[config.mk]
export PLATFORM = sky130hd
export DESIGN_NAME = mem_arbiter
export DESIGN_NICKNAME = d
export VERILOG_FILES = /design/src/rtl/mem_arbiter.sv
export SDC_FILE = /design/constraint.sdc
export NUM_CORES = 1
export LEC_CHECK = 0
export CAP_MARGIN = 25
export CORE_MARGIN = 1.5
export CORE_UTILIZATION = 44
export DETAILED_ROUTE_END_ITERATION = 12
export HOLD_SLACK_MARGIN = 0.02
export PLACE_DENSITY_LB_ADDON = 0.12
export SETUP_SLACK_MARGIN = 0.4
export SLEW_MARGIN = 15
export SYNTH_ARGS = -nofsm -noshare
export SYNTH_HDL_FRONTEND = slang
export SYNTH_SLANG_ARGS = --single-unit
[constraint.sdc]
create_clock -name clk -period 2.38 [get_ports clk]
set_input_delay 0.476 -clock clk [delete_from_list [all_inputs] [get_ports clk]]
set_output_delay 0.476 -clock clk [all_outputs]
set_load 0.02 [all_outputs]
[src/rtl/mem_arbiter.sv]
// Two-port arbiter sharing one synchronous-read memory; each transfer runs IDLE->ADDR->WAIT->ACK.
// Define ARB_ROUND_ROBIN_EN to alternate grants on contention; otherwise port 0 has fixed priority.
module mem_arbiter #(
    parameter int AW = 16
) (
    input  logic          clk,
    input  logic          rst_n,
    input  logic          m0_req,
    input  logic          m0_wr,
    input  logic [AW-1:0] m0_addr,
    input  logic [15:0]   m0_wdata,
    output logic          m0_ack,
    output logic [15:0]   m0_rdata,
    input  logic          m1_req,
    input  logic          m1_wr,
    input  logic [AW-1:0] m1_addr,
    input  logic [15:0]   m1_wdata,
    output logic          m1_ack,
    output logic [15:0]   m1_rdata,
    output logic [AW-1:0] mem_addr,
    output logic [15:0]   mem_wdata,
    output logic          mem_wr,
    input  logic [15:0]   mem_rdata
);
    typedef enum logic [1:0] {IDLE, ADDR, WAIT, ACK} state_t;

    state_t state, state_nxt;
    logic   grant_sel;  // 1 selects port 1
    logic   owner;
    logic   xfer_wr;
`ifdef ARB_ROUND_ROBIN_EN
    logic   last_owner;
`endif

    always_comb begin
`ifdef ARB_ROUND_ROBIN_EN
        if (m0_req && m1_req) grant_sel = ~last_owner;
        else                  grant_sel = m1_req;
`else
        grant_sel = ~m0_req;
`endif
    end

    always_ff @(posedge clk or negedge rst_n) begin
        if (!rst_n) state <= IDLE;
        else        state <= state_nxt;
    end

    always_comb begin
        state_nxt = state;
        case (state)
            IDLE:    if (m0_req || m1_req) state_nxt = ADDR;
            ADDR:    state_nxt = WAIT;
            WAIT:    state_nxt = ACK;
            ACK:     state_nxt = IDLE;
            default: state_nxt = IDLE;
        endcase
    end

    // Transfer attributes are latched at grant so requesters may change inputs afterwards.
    always_ff @(posedge clk or negedge rst_n) begin
        if (!rst_n) begin
            owner     <= 1'b0;
            xfer_wr   <= 1'b0;
            mem_addr  <= '0;
            mem_wdata <= '0;
            mem_wr    <= 1'b0;
            m0_ack    <= 1'b0;
            m1_ack    <= 1'b0;
            m0_rdata  <= '0;
            m1_rdata  <= '0;
        end else begin
            mem_wr <= 1'b0;
            m0_ack <= 1'b0;
            m1_ack <= 1'b0;
            case (state)
                IDLE: begin
                    if (m0_req || m1_req) begin
                        owner     <= grant_sel;
                        xfer_wr   <= grant_sel ? m1_wr : m0_wr;
                        mem_wr    <= grant_sel ? m1_wr : m0_wr;
                        mem_addr  <= grant_sel ? m1_addr : m0_addr;
                        mem_wdata <= grant_sel ? m1_wdata : m0_wdata;
                    end
                end
                WAIT: begin
                    if (!xfer_wr) begin
                        if (owner) m1_rdata <= mem_rdata;
                        else       m0_rdata <= mem_rdata;
                    end
                    if (owner) m1_ack <= 1'b1;
                    else       m0_ack <= 1'b1;
                end
                default: ;
            endcase
        end
    end

`ifdef ARB_ROUND_ROBIN_EN
    always_ff @(posedge clk or negedge rst_n) begin
        if (!rst_n)                            last_owner <= 1'b1;
        else if (state == IDLE && (m0_req || m1_req)) last_owner <= grant_sel;
    end
`endif

endmodule

==> run metrics <==
Clk pin slew, worst setup/hold paths=0.07 ns; Die Wd=87.4 um; total core area=6830 um^2; Max FO, Critical Path=3; min-delay worst type=in2async; Levels on crit path=1; drt drc=0; Clock Sinks=71; CP Capture Type=output pin; Initial Utilization=0.459; final worst-path cycle share=0.771; fillers=524; Initial DRC Count=110; final slew viol count=0; chip height=87.4 um; Worst slew margin=0.573; Post-CTS Setup Inserts=0; status=complete, no violations; area grow syn2layout=56.4%; die area=7640 um^2; critical path startpoint category=flip-flop; Final Wtd Congestion=0.759; setup TNS=0 ns; Register-to-Register Path Depth=6; cell taking the most area after synthesis=dfrtp_1; Skew-Pair Late Insertion Delay=0.33 ns; Synth Net Count=336; slowest CP cell=clkdlybuf4s50_1; H-Tree Depth=3; routed len/inst=16.3 um; Hold Vio Cnt, Final=0; skew final=0.00368 ns; top-count cell post-synth=dfrtp_1; routed vias/inst=5.28; global-route wire length before repair=13000 um; placed inst area=4720 um^2; sequential area share after synthesis=0.567; Seq cells post-synth=71; port buffer count=152; HPWL Detailed=5770 um; Synth top cells by count=dfrtp_1, nor2_1, o22ai_1, o32ai_1, mux2_4; Synth cell types=24; synthesized area per cell=12.7 um^2; Worst-Margin Slew=0.640 ns; Vias=2639; pwr dens=1360 nW/um^2; Num CTS Buffers=9; initial antenna violation count=0; CP Buf/Inv Count=1; n_diodes=0; GRT Overall Usage=0.221; total of max-cap violations=0; slowest cell delay on critical path=0.65 ns; final wirelength=8130 um; DRT antenna net count=0; minimum clock period=1.83 ns; Post-synth top flop=dfrtp_1; TritonCTS clock tree=built; Max VDD drop=0.737 mV; crit path cell chain=clkdlybuf4s50_1; Pre-antenna DRT Iters=6; ranking of synthesized cells by area=dfrtp_1, mux2_4, o32ai_1, o22ai_1, mux2_2; Top Ports=153; Synth Warn #=0; share of cells above drive strength 1=0.153; total global routing overflow=0; Post-synth EDFFs=0; Syn Inst Count=247; CTS max path bufs=2; Max Freq=545 MHz; pin count of the biggest net entering global routing=38; WP data arrival=1.36 ns; final setup violation count=0; vias in the first global route=2730; post-synthesis async set-or-reset flop share=1.00; Yosys top cell area share=0.567; unrepaired setup endpoints after global routing=false; Synth Cell Area=3140 um^2; Worst EP required=1.90 ns; CP delay by family, top=buffers and inverters; Worst Path Class, Setup=reg2out; # nets final=489; leakage=2.02 nW; Root Buffer=clkbuf_8; final instance area=4900 um^2; std cell rows=30
-- flip-flops by register name, indices dropped and copies added, names as in the netlist --
| name | flops |
|---|---|
| mem_wdata | 16 |
| m0_rdata | 16 |
| owner | 1 |
| mem_wr | 1 |
| xfer_wr | 1 |
| state | 2 |
| m1_ack | 1 |
| m0_ack | 1 |
| m1_rdata | 16 |
| mem_addr | 16 |
-- kinds of logic (layout without fill, tap and decap cells) --
group,after synthesis,in the layout,share of synthesized area
flops,71,71,0.567
compound gates,69,69,0.163
simple gates,46,46,0.0654
mux,34,34,0.146
buf+inv,24,181,0.0475
fa+ha+maj,3,3,0.0120
-- worst reg2reg max path, delay by kind of cell, from the launching register on --
family / cells / cell delay, ns
buf+inv: 2 / 0.35
flops: 1 / 0.36
simple gates: 2 / 0.22
fa+ha+maj: 1 / 0.46
compound gates: 1 / 0.27
-- area by class of cell --
type | count | area [um^2] | area share
multi-input combinational | 152 | 1210 | 0.247
tap | 96 | 120 | 0.0245
clock buffer | 15 | 176 | 0.0360
timing repair buffer | 164 | 1610 | 0.329
inverter | 2 | 7.51 | 0.00153
sequential | 71 | 1780 | 0.362
-- cell usage in the layout, fill, tap and decap left out, types with 2 or more instances in the layout --
| master | Yosys | final |
|---|---|---|
| ha_1 | 3 | 3 |
| nor2_1 | 35 | 35 |
| clkbuf_1 | 6 | 3 |
| o22ai_1 | 32 | 32 |
| a21oi_1 | 3 | 3 |
| nor2b_1 | 3 | 3 |
| o32ai_1 | 32 | 32 |
| buf_4 | 0 | 12 |
| inv_1 | 2 | 2 |
| nand2_1 | 3 | 3 |
| mux2_4 | 20 | 20 |
| mux2_2 | 13 | 13 |
| dfrtp_1 | 71 | 71 |
| clkdlybuf4s50_1 | 0 | 151 |
| clkbuf_8 | 0 | 12 |
-- final timing paths --
path,endpoint,startpoint,slack (ns)
max reg2reg,mem_addr[10],state[0],0.59
min reg2reg,m0_ack,owner,0.50
max in group asynchronous,m1_ack,rst_n,1.66
min,m0_rdata[13],rst_n,0.1
max,mem_wdata[1],mem_wdata[1],0.55
min in group clk,m0_ack,owner,0.50
-- stage by stage --
step           cells  power [mW]   util  worst slack, ns  hold slack, ns
5_1_grt          500        7.09  0.718            0.447           0.129
6_report         500        6.69  0.718            0.545          0.0997
4_1_cts          500        6.73  0.717            0.531           0.110
2_1_floorplan    247        4.22      -            0.815           0.180
3_5_place_dp     485        5.84  0.691            0.371           0.467
3_3_place_gp     485        5.76  0.691            0.397           0.464
-- routing by layer --
layer / wire (um) / GRT usage / vias to the layer above
li1: - / - / 1235
met1: 3450 / 0.286 / 1275
met2: 3870 / 0.348 / 117
met3: 644 / 0.0635 / 12
met4: 166 / 0.0909 / 0
met5: 0 / 0 / -
-- what timing repair did --
action / CTS / global route
hold buffers: 0 / 0
setup endpoints to repair: 0 / 2
resized for setup: 0 / 1
-- power breakdown --
part,switching [mW],internal [mW]
clock,0.402,0.460
sequential,0.422,1.84
combinational,1.67,1.90
total,2.49,4.19
Note: power is estimated with default switching activity, not from simulation.
